===== src/rtl/alu_ctrl_pkg.sv =====
// alu_ctrl_pkg: shared encodings for the ALU control block.
//  - ALU control words (4-bit base encoding, zero-extended by users)
//  - R-type funct codes, ALUOp codes, mul/div op codes
//  - sequencer state enum
package alu_ctrl_pkg;

  localparam logic [3:0] CTRL_AND   = 4'b0000;
  localparam logic [3:0] CTRL_OR    = 4'b0001;
  localparam logic [3:0] CTRL_ADD   = 4'b0010;
  localparam logic [3:0] CTRL_XOR   = 4'b0011;
  localparam logic [3:0] CTRL_NOR   = 4'b0100;
  localparam logic [3:0] CTRL_SLL   = 4'b0101;
  localparam logic [3:0] CTRL_SUB   = 4'b0110;
  localparam logic [3:0] CTRL_SLT   = 4'b0111;
  localparam logic [3:0] CTRL_SLTU  = 4'b1000;
  localparam logic [3:0] CTRL_SRL   = 4'b1001;
  localparam logic [3:0] CTRL_SRA   = 4'b1010;
  localparam logic [3:0] CTRL_MFHI  = 4'b1011;
  localparam logic [3:0] CTRL_MFLO  = 4'b1100;
  localparam logic [3:0] CTRL_MDNOP = 4'b1101;

  localparam logic [5:0] F_ADD   = 6'b100000;
  localparam logic [5:0] F_SUB   = 6'b100010;
  localparam logic [5:0] F_AND   = 6'b100100;
  localparam logic [5:0] F_OR    = 6'b100101;
  localparam logic [5:0] F_XOR   = 6'b100110;
  localparam logic [5:0] F_NOR   = 6'b100111;
  localparam logic [5:0] F_SLT   = 6'b101010;
  localparam logic [5:0] F_SLTU  = 6'b101011;
  localparam logic [5:0] F_SLL   = 6'b000000;
  localparam logic [5:0] F_SRL   = 6'b000010;
  localparam logic [5:0] F_SRA   = 6'b000011;
  localparam logic [5:0] F_MFHI  = 6'b010000;
  localparam logic [5:0] F_MFLO  = 6'b010010;
  localparam logic [5:0] F_MULT  = 6'b011000;
  localparam logic [5:0] F_MULTU = 6'b011001;
  localparam logic [5:0] F_DIV   = 6'b011010;
  localparam logic [5:0] F_DIVU  = 6'b011011;

  localparam logic [1:0] ALUOP_ADD = 2'b00;
  localparam logic [1:0] ALUOP_SUB = 2'b01;
  localparam logic [1:0] ALUOP_R   = 2'b10;
  localparam logic [1:0] ALUOP_SLT = 2'b11;

  localparam logic [1:0] MD_MULT  = 2'b00;
  localparam logic [1:0] MD_MULTU = 2'b01;
  localparam logic [1:0] MD_DIV   = 2'b10;
  localparam logic [1:0] MD_DIVU  = 2'b11;

  typedef enum logic [1:0] {IDLE, MULDIV, DONE} state_t;

endpackage


===== src/rtl/alu_funct_decode.sv =====
// alu_funct_decode: combinational ALUOp/funct decode.
//  alu_op  in   ALUOP_W  main-decoder ALUOp
//  funct   in   FUNCT_W  R-type function field
//  ctrl    out  CTRL_W   ALU control word (upper bits zero)
//  is_md   out  1        funct is a multi-cycle mult/div
//  md_op   out  2        mult/div sub-op
//  illegal out  1        R-type funct is undefined (ctrl forced to and/0000)
module alu_funct_decode
  import alu_ctrl_pkg::*;
#(
  parameter int FUNCT_W = 6,
  parameter int ALUOP_W = 2,
  parameter int CTRL_W  = 4
) (
  input  logic [ALUOP_W-1:0] alu_op,
  input  logic [FUNCT_W-1:0] funct,
  output logic [CTRL_W-1:0]  ctrl,
  output logic               is_md,
  output logic [1:0]         md_op,
  output logic               illegal
);

  logic [3:0] c4;

  always_comb begin
    c4      = CTRL_AND;
    is_md   = 1'b0;
    md_op   = MD_MULT;
    illegal = 1'b0;
    case (alu_op)
      ALUOP_W'(ALUOP_ADD): c4 = CTRL_ADD;
      ALUOP_W'(ALUOP_SUB): c4 = CTRL_SUB;
      ALUOP_W'(ALUOP_SLT): c4 = CTRL_SLT;
      ALUOP_W'(ALUOP_R): begin
        case (funct)
          FUNCT_W'(F_ADD):   c4 = CTRL_ADD;
          FUNCT_W'(F_SUB):   c4 = CTRL_SUB;
          FUNCT_W'(F_AND):   c4 = CTRL_AND;
          FUNCT_W'(F_OR):    c4 = CTRL_OR;
          FUNCT_W'(F_XOR):   c4 = CTRL_XOR;
          FUNCT_W'(F_NOR):   c4 = CTRL_NOR;
          FUNCT_W'(F_SLT):   c4 = CTRL_SLT;
          FUNCT_W'(F_SLTU):  c4 = CTRL_SLTU;
          FUNCT_W'(F_SLL):   c4 = CTRL_SLL;
          FUNCT_W'(F_SRL):   c4 = CTRL_SRL;
          FUNCT_W'(F_SRA):   c4 = CTRL_SRA;
          FUNCT_W'(F_MFHI):  c4 = CTRL_MFHI;
          FUNCT_W'(F_MFLO):  c4 = CTRL_MFLO;
          FUNCT_W'(F_MULT):  begin c4 = CTRL_MDNOP; is_md = 1'b1; md_op = MD_MULT;  end
          FUNCT_W'(F_MULTU): begin c4 = CTRL_MDNOP; is_md = 1'b1; md_op = MD_MULTU; end
          FUNCT_W'(F_DIV):   begin c4 = CTRL_MDNOP; is_md = 1'b1; md_op = MD_DIV;   end
          FUNCT_W'(F_DIVU):  begin c4 = CTRL_MDNOP; is_md = 1'b1; md_op = MD_DIVU;  end
          default:           illegal = 1'b1;
        endcase
      end
      default: c4 = CTRL_AND;
    endcase
  end

  assign ctrl = CTRL_W'(c4);

endmodule


===== src/rtl/alu_ctrl_seq.sv =====
// alu_ctrl_seq: registered ALU control with mul/div sequencing.
//  clk, reset (async, active-high), flush (sync abort)
//  valid_in/in_ready  : input handshake, in_ready = !busy
//  alu_op, funct      : decode inputs
//  ctrl, valid_out, illegal : registered single-cycle result
//  md_start, md_op, md_done, busy : mul/div unit control
module alu_ctrl_seq
  import alu_ctrl_pkg::*;
#(
  parameter int FUNCT_W       = 6,
  parameter int ALUOP_W       = 2,
  parameter int CTRL_W        = 4,
  parameter int MULDIV_CYCLES = 32
) (
  input  logic               clk,
  input  logic               reset,
  input  logic               flush,
  input  logic               valid_in,
  output logic               in_ready,
  input  logic [ALUOP_W-1:0] alu_op,
  input  logic [FUNCT_W-1:0] funct,
  output logic [CTRL_W-1:0]  ctrl,
  output logic               valid_out,
  output logic               illegal,
  output logic               md_start,
  output logic [1:0]         md_op,
  output logic               md_done,
  output logic               busy
);

  localparam int CNT_W = $clog2(MULDIV_CYCLES);

  if (CTRL_W < 4) begin : g_bad_ctrl_w
    $error("alu_ctrl_seq: CTRL_W must be >= 4");
  end
  if (MULDIV_CYCLES < 2) begin : g_bad_md_cycles
    $error("alu_ctrl_seq: MULDIV_CYCLES must be >= 2");
  end

  state_t             state_q, state_d;
  logic [CNT_W-1:0]   cnt_q, cnt_d;
  logic [CTRL_W-1:0]  dec_ctrl;
  logic               dec_is_md, dec_illegal, accept;
  logic [1:0]         dec_md_op;

  alu_funct_decode #(
    .FUNCT_W(FUNCT_W), .ALUOP_W(ALUOP_W), .CTRL_W(CTRL_W)
  ) u_dec (
    .alu_op  (alu_op),
    .funct   (funct),
    .ctrl    (dec_ctrl),
    .is_md   (dec_is_md),
    .md_op   (dec_md_op),
    .illegal (dec_illegal)
  );

  assign busy     = (state_q != IDLE);
  assign in_ready = ~busy;
  // flush wins over accept: the input beat is dropped
  assign accept   = valid_in & in_ready & ~flush;
  // a flush landing in DONE abandons the op, so suppress the pulse too
  assign md_done  = (state_q == DONE) & ~flush;

  always_comb begin
    state_d = state_q;
    cnt_d   = cnt_q;
    case (state_q)
      IDLE: if (accept && dec_is_md) begin
        state_d = MULDIV;
        cnt_d   = CNT_W'(MULDIV_CYCLES - 1);
      end
      MULDIV: begin
        if (cnt_q == '0) state_d = DONE;
        else             cnt_d   = cnt_q - CNT_W'(1);
      end
      DONE:    state_d = IDLE;
      default: state_d = IDLE;
    endcase
    if (flush) begin
      state_d = IDLE;
      cnt_d   = '0;
    end
  end

  always_ff @(posedge clk or posedge reset) begin
    if (reset) begin
      state_q   <= IDLE;
      cnt_q     <= '0;
      ctrl      <= '0;
      illegal   <= 1'b0;
      valid_out <= 1'b0;
      md_start  <= 1'b0;
      md_op     <= 2'b00;
    end else begin
      state_q   <= state_d;
      cnt_q     <= cnt_d;
      valid_out <= accept;
      md_start  <= accept & dec_is_md;
      if (accept) begin
        ctrl    <= dec_ctrl;
        illegal <= dec_illegal;
        if (dec_is_md) md_op <= dec_md_op;
      end
    end
  end

endmodule


===== config.mk =====
export PLATFORM = sky130hd
export DESIGN_NAME = alu_ctrl_seq
export DESIGN_NICKNAME = d
export VERILOG_FILES = /design/src/rtl/alu_ctrl_pkg.sv /design/src/rtl/alu_funct_decode.sv /design/src/rtl/alu_ctrl_seq.sv
export SDC_FILE = /design/constraint.sdc
export NUM_CORES = 1
export LEC_CHECK = 0
export ABC_AREA = 1
export BUFFER_PORTS_ARGS = -buffer_cell sky130_fd_sc_hd__buf_2
export CAP_MARGIN = 20
export CORE_MARGIN = 8
export CORE_UTILIZATION = 40
export CTS_BUF_LIST = sky130_fd_sc_hd__clkbuf_8
export CTS_CLUSTER_DIAMETER = 100
export DETAILED_ROUTE_END_ITERATION = 16
export HOLD_SLACK_MARGIN = 0.02
export SLEW_MARGIN = 20
export SYNTH_ARGS = -nofsm -noshare
export SYNTH_HDL_FRONTEND = slang
export SYNTH_SLANG_ARGS = --single-unit
export TNS_END_PERCENT = 20

===== constraint.sdc =====
create_clock -name clk -period 1.32 [get_ports clk]
set_input_delay 0.132 -clock clk [delete_from_list [all_inputs] [get_ports clk]]
set_output_delay 0.132 -clock clk [all_outputs]
set_load 0.01 [all_outputs]

==> impl_metrics.tcl <==
set metrics [dict create \
    outcome "finished, violations left" \
    violations "setup timing" \
    grtUsageTotal 0.1173 \
    relSlewSlack 0.6083 \
    dr_total_vias 1101 \
    drt-total-wl_um 2544 \
    core_um2 2686 \
    rsz0062_at_grt "yes" \
    cts_sinks 16 \
    syn_inst 158 \
    utilization 0.5366 \
    fillers 272 \
    via_per_inst 4.787 \
    die_area_um2 4687 \
    ant_nets 0 \
    rrSetupSlack_ps -50 \
    crit_chain "buf_4, nor2_4, inv_2, buf_4, o21ai_0, nand3b_1, nand2_1" \
    hp-class "input port to register" \
    rows 19 \
    holdWs_ps 160.2 \
    powerDensity_nw_per_um2 1213 \
    tightestPinTransition_ps 586.9 \
    maxSlewViolCount 0 \
    p_leak_uw 0.0008245 \
    setup_viol 5 \
    critPathLaunch "state_q[1]" \
    final_nets 214 \
    die_width_um 68.47 \
    drv_cap 0 \
    fin_crit_ps 1372 \
    skew_ps 0.6236 \
    synth_ff_type "dfrtp_1" \
    cts_buffers 3 \
    synth_area_leader_cell "dfrtp_1" \
    synth.top_cell.area_share 0.3636 \
    seq_power_share 0.372 \
    place_congestion 0.8604 \
    power_switching_uw 613.9 \
    clkLatencyLatePin_ps 240 \
    crit_type "register to register" \
    crit_path_max_fanout 4 \
    avgSynthCellArea_um2 6.969 \
    critPathCapture "cnt_q[0]" \
    path_common_cell "buf_4" \
    postPlaceCellArea_um2 1315 \
    multiInputGateArea_um2 616.8 \
    io_pins 24 \
    maxClockFrequency_ghz 0.7289 \
    grt.overflow.total 0 \
    reg2reg_depth 7 \
    required_ps 1450 \
    dp_hpwl_um 2077 \
    arrival_ps 1510 \
    fin_cells 230 \
    root_buffer "clkbuf_8" \
    finalCritPeriodShare 1.039 \
    area_growth_syn_to_layout_pct 30.91 \
    diodes 0 \
    regArea_um2 400.4 \
    initial_core_util 0.4099 \
    fin_area_um2 1441 \
    synth_seq_cells 16 \
    htreeDepth 1 \
    cts_tree "yes" \
    synth_edf_count 0 \
    cts.clk_slew.worst_paths_ps 60 \
    antenna_found_initial 0 \
    wl_per_cell_um 11.06 \
    layout-drive-gt1-share 0.3065 \
    first_pass_iters 4 \
    yosys_warnings 0 \
    ir_drop_v 0.0006926 \
    cts.path.max_buffers 2 \
    slowest_delay_ps 390 \
    internal_power_uw 1135 \
    place_ws_ps -84.76 \
    grt_max_degree 17 \
    synth_area_leaders "dfrtp_1 36%, nand2_1 15%, inv_1 8.5%, nor2_1 6.1%, nand3_1 5.9%" \
    reg2reg_from "state_q[1]" \
    yosysMostFrequentCell "nand2_1" \
    crit_path_top_delay_cell "dfrtp_1" \
    sw_frac_of_total 0.3510 \
    drc_errors 0 \
    place_inst 220 \
    setup_slack_ps -51.98 \
    clockPowerShare 0.240 \
    port_buffers 23 \
    power.combinational.fraction 0.388 \
    drt_iter0_drc 65 \
    synthArstFlopShare 1.000 \
    ys_seq_area_frac 0.3636 \
    hold_viol 0 \
    rr_endpoint "cnt_q[0]" \
    grt_pass1_wl_um 4333 \
    grt_pass1_vias 1114 \
    ys_types 21 \
    dieHeight_um 68.47 \
    endpoint_kind "register" \
    start_kind "register" \
    mappedNetlistNets 172 \
    synthesis.area_um2 1101 \
    synth_common_cells "44 x nand2_1, 25 x inv_1, 18 x nor2_1" \
]
[power by group through the flow]
stage,combinational [µW],sequential (µW),clock [µW]
after floorplan,383,665,0
after detailed placement,638,657,0
after global routing,765,665,447
after CTS,646,648,429
after global placement,625,654,0
final,678,651,420
[cells by family after synthesis]
| family | count (synthesis) | synth area share |
|---|---|---|
| AND/OR/NAND/NOR | 95 | 0.4375 |
| buffers and inverters | 28 | 0.09773 |
| AO/OA/AOI/OAI | 17 | 0.07842 |
| flip-flops | 16 | 0.3636 |
| adder cells (fa/ha/maj) | 2 | 0.02272 |
[state kept, by name, indices dropped and copies added, names as in the netlist]
signal,flops
illegal,1
md_start,1
cnt_q,5
md_op,2
valid_out,1
state_q,2
ctrl,4
[worst min path at each step]
stage              start       end  slack [ps]  cells past startpoint
2_1_floorplan      reset  cnt_q[0]          50                      1
3_3_place_gp       reset  md_start         220                      2
3_5_place_dp       reset  md_start         220                      2
4_1_cts        alu_op[1]   ctrl[2]         160                      3
5_1_grt        alu_op[1]   ctrl[2]         180                      3
6_report       alu_op[1]   ctrl[2]         160                      3
[critical path: cells and delay by family (launching register included)]
| kind | cells | cell delay (ps) |
|---|---|---|
| flip-flops | 1 | 390 |
| AO/OA/AOI/OAI | 1 | 190 |
| AND/OR/NAND/NOR | 3 | 340 |
| buffers and inverters | 3 | 350 |
[through the flow]
step | power, µW | TNS (ps)
2_1_floorplan | 1048 | -104.2
3_3_place_gp | 1279 | -255.1
3_5_place_dp | 1295 | -394.1
4_1_cts | 1722 | -359.2
5_1_grt | 1876 | -836.4
6_report | 1749 | -119.1
[layout make-up]
cell class                      instances  area share
Multi-Input combinational cell        114      0.4280
Sequential cell                        16      0.2778
Timing Repair Buffer                   37      0.1545
Inverter                               28     0.07465
Clock buffer                            4     0.03819
Tap cell                               31     0.02691
[cell usage in the layout (no fill, tap or decap), drive strengths merged, types with 2 or more instances in the layout]
master   n
nand3   13
inv     28
nand4    3
o21ai   10
nor3     3
dfrtp   16
ha       2
buf     36
nand2   49
a21oi    6
nor2    23
nand3b   3
clkbuf   4
[what timing repair did]
action / 4_1_cts / 5_1_grt
gates cloned: 0 / 0
resized for setup: 0 / 8
endpoints found under the setup margin: 6 / 13
buffers inserted: 4 / 1
hold endpoints to repair: 16 / 0
hold buffers: 1 / 0
pin swaps: 3 / 5
[per-layer routing]
layer | GRT usage | part of all wire | up-vias
li1 | - | - | 577
met1 | 0.1286 | 0.43 | 505
met2 | 0.2137 | 0.53 | 17
met3 | 0.01473 | 0.032 | 2
met4 | 0.06138 | 0.014 | 0
met5 | 0 | 0 | -
No activity file was read; power rests on OpenSTA's default activity.
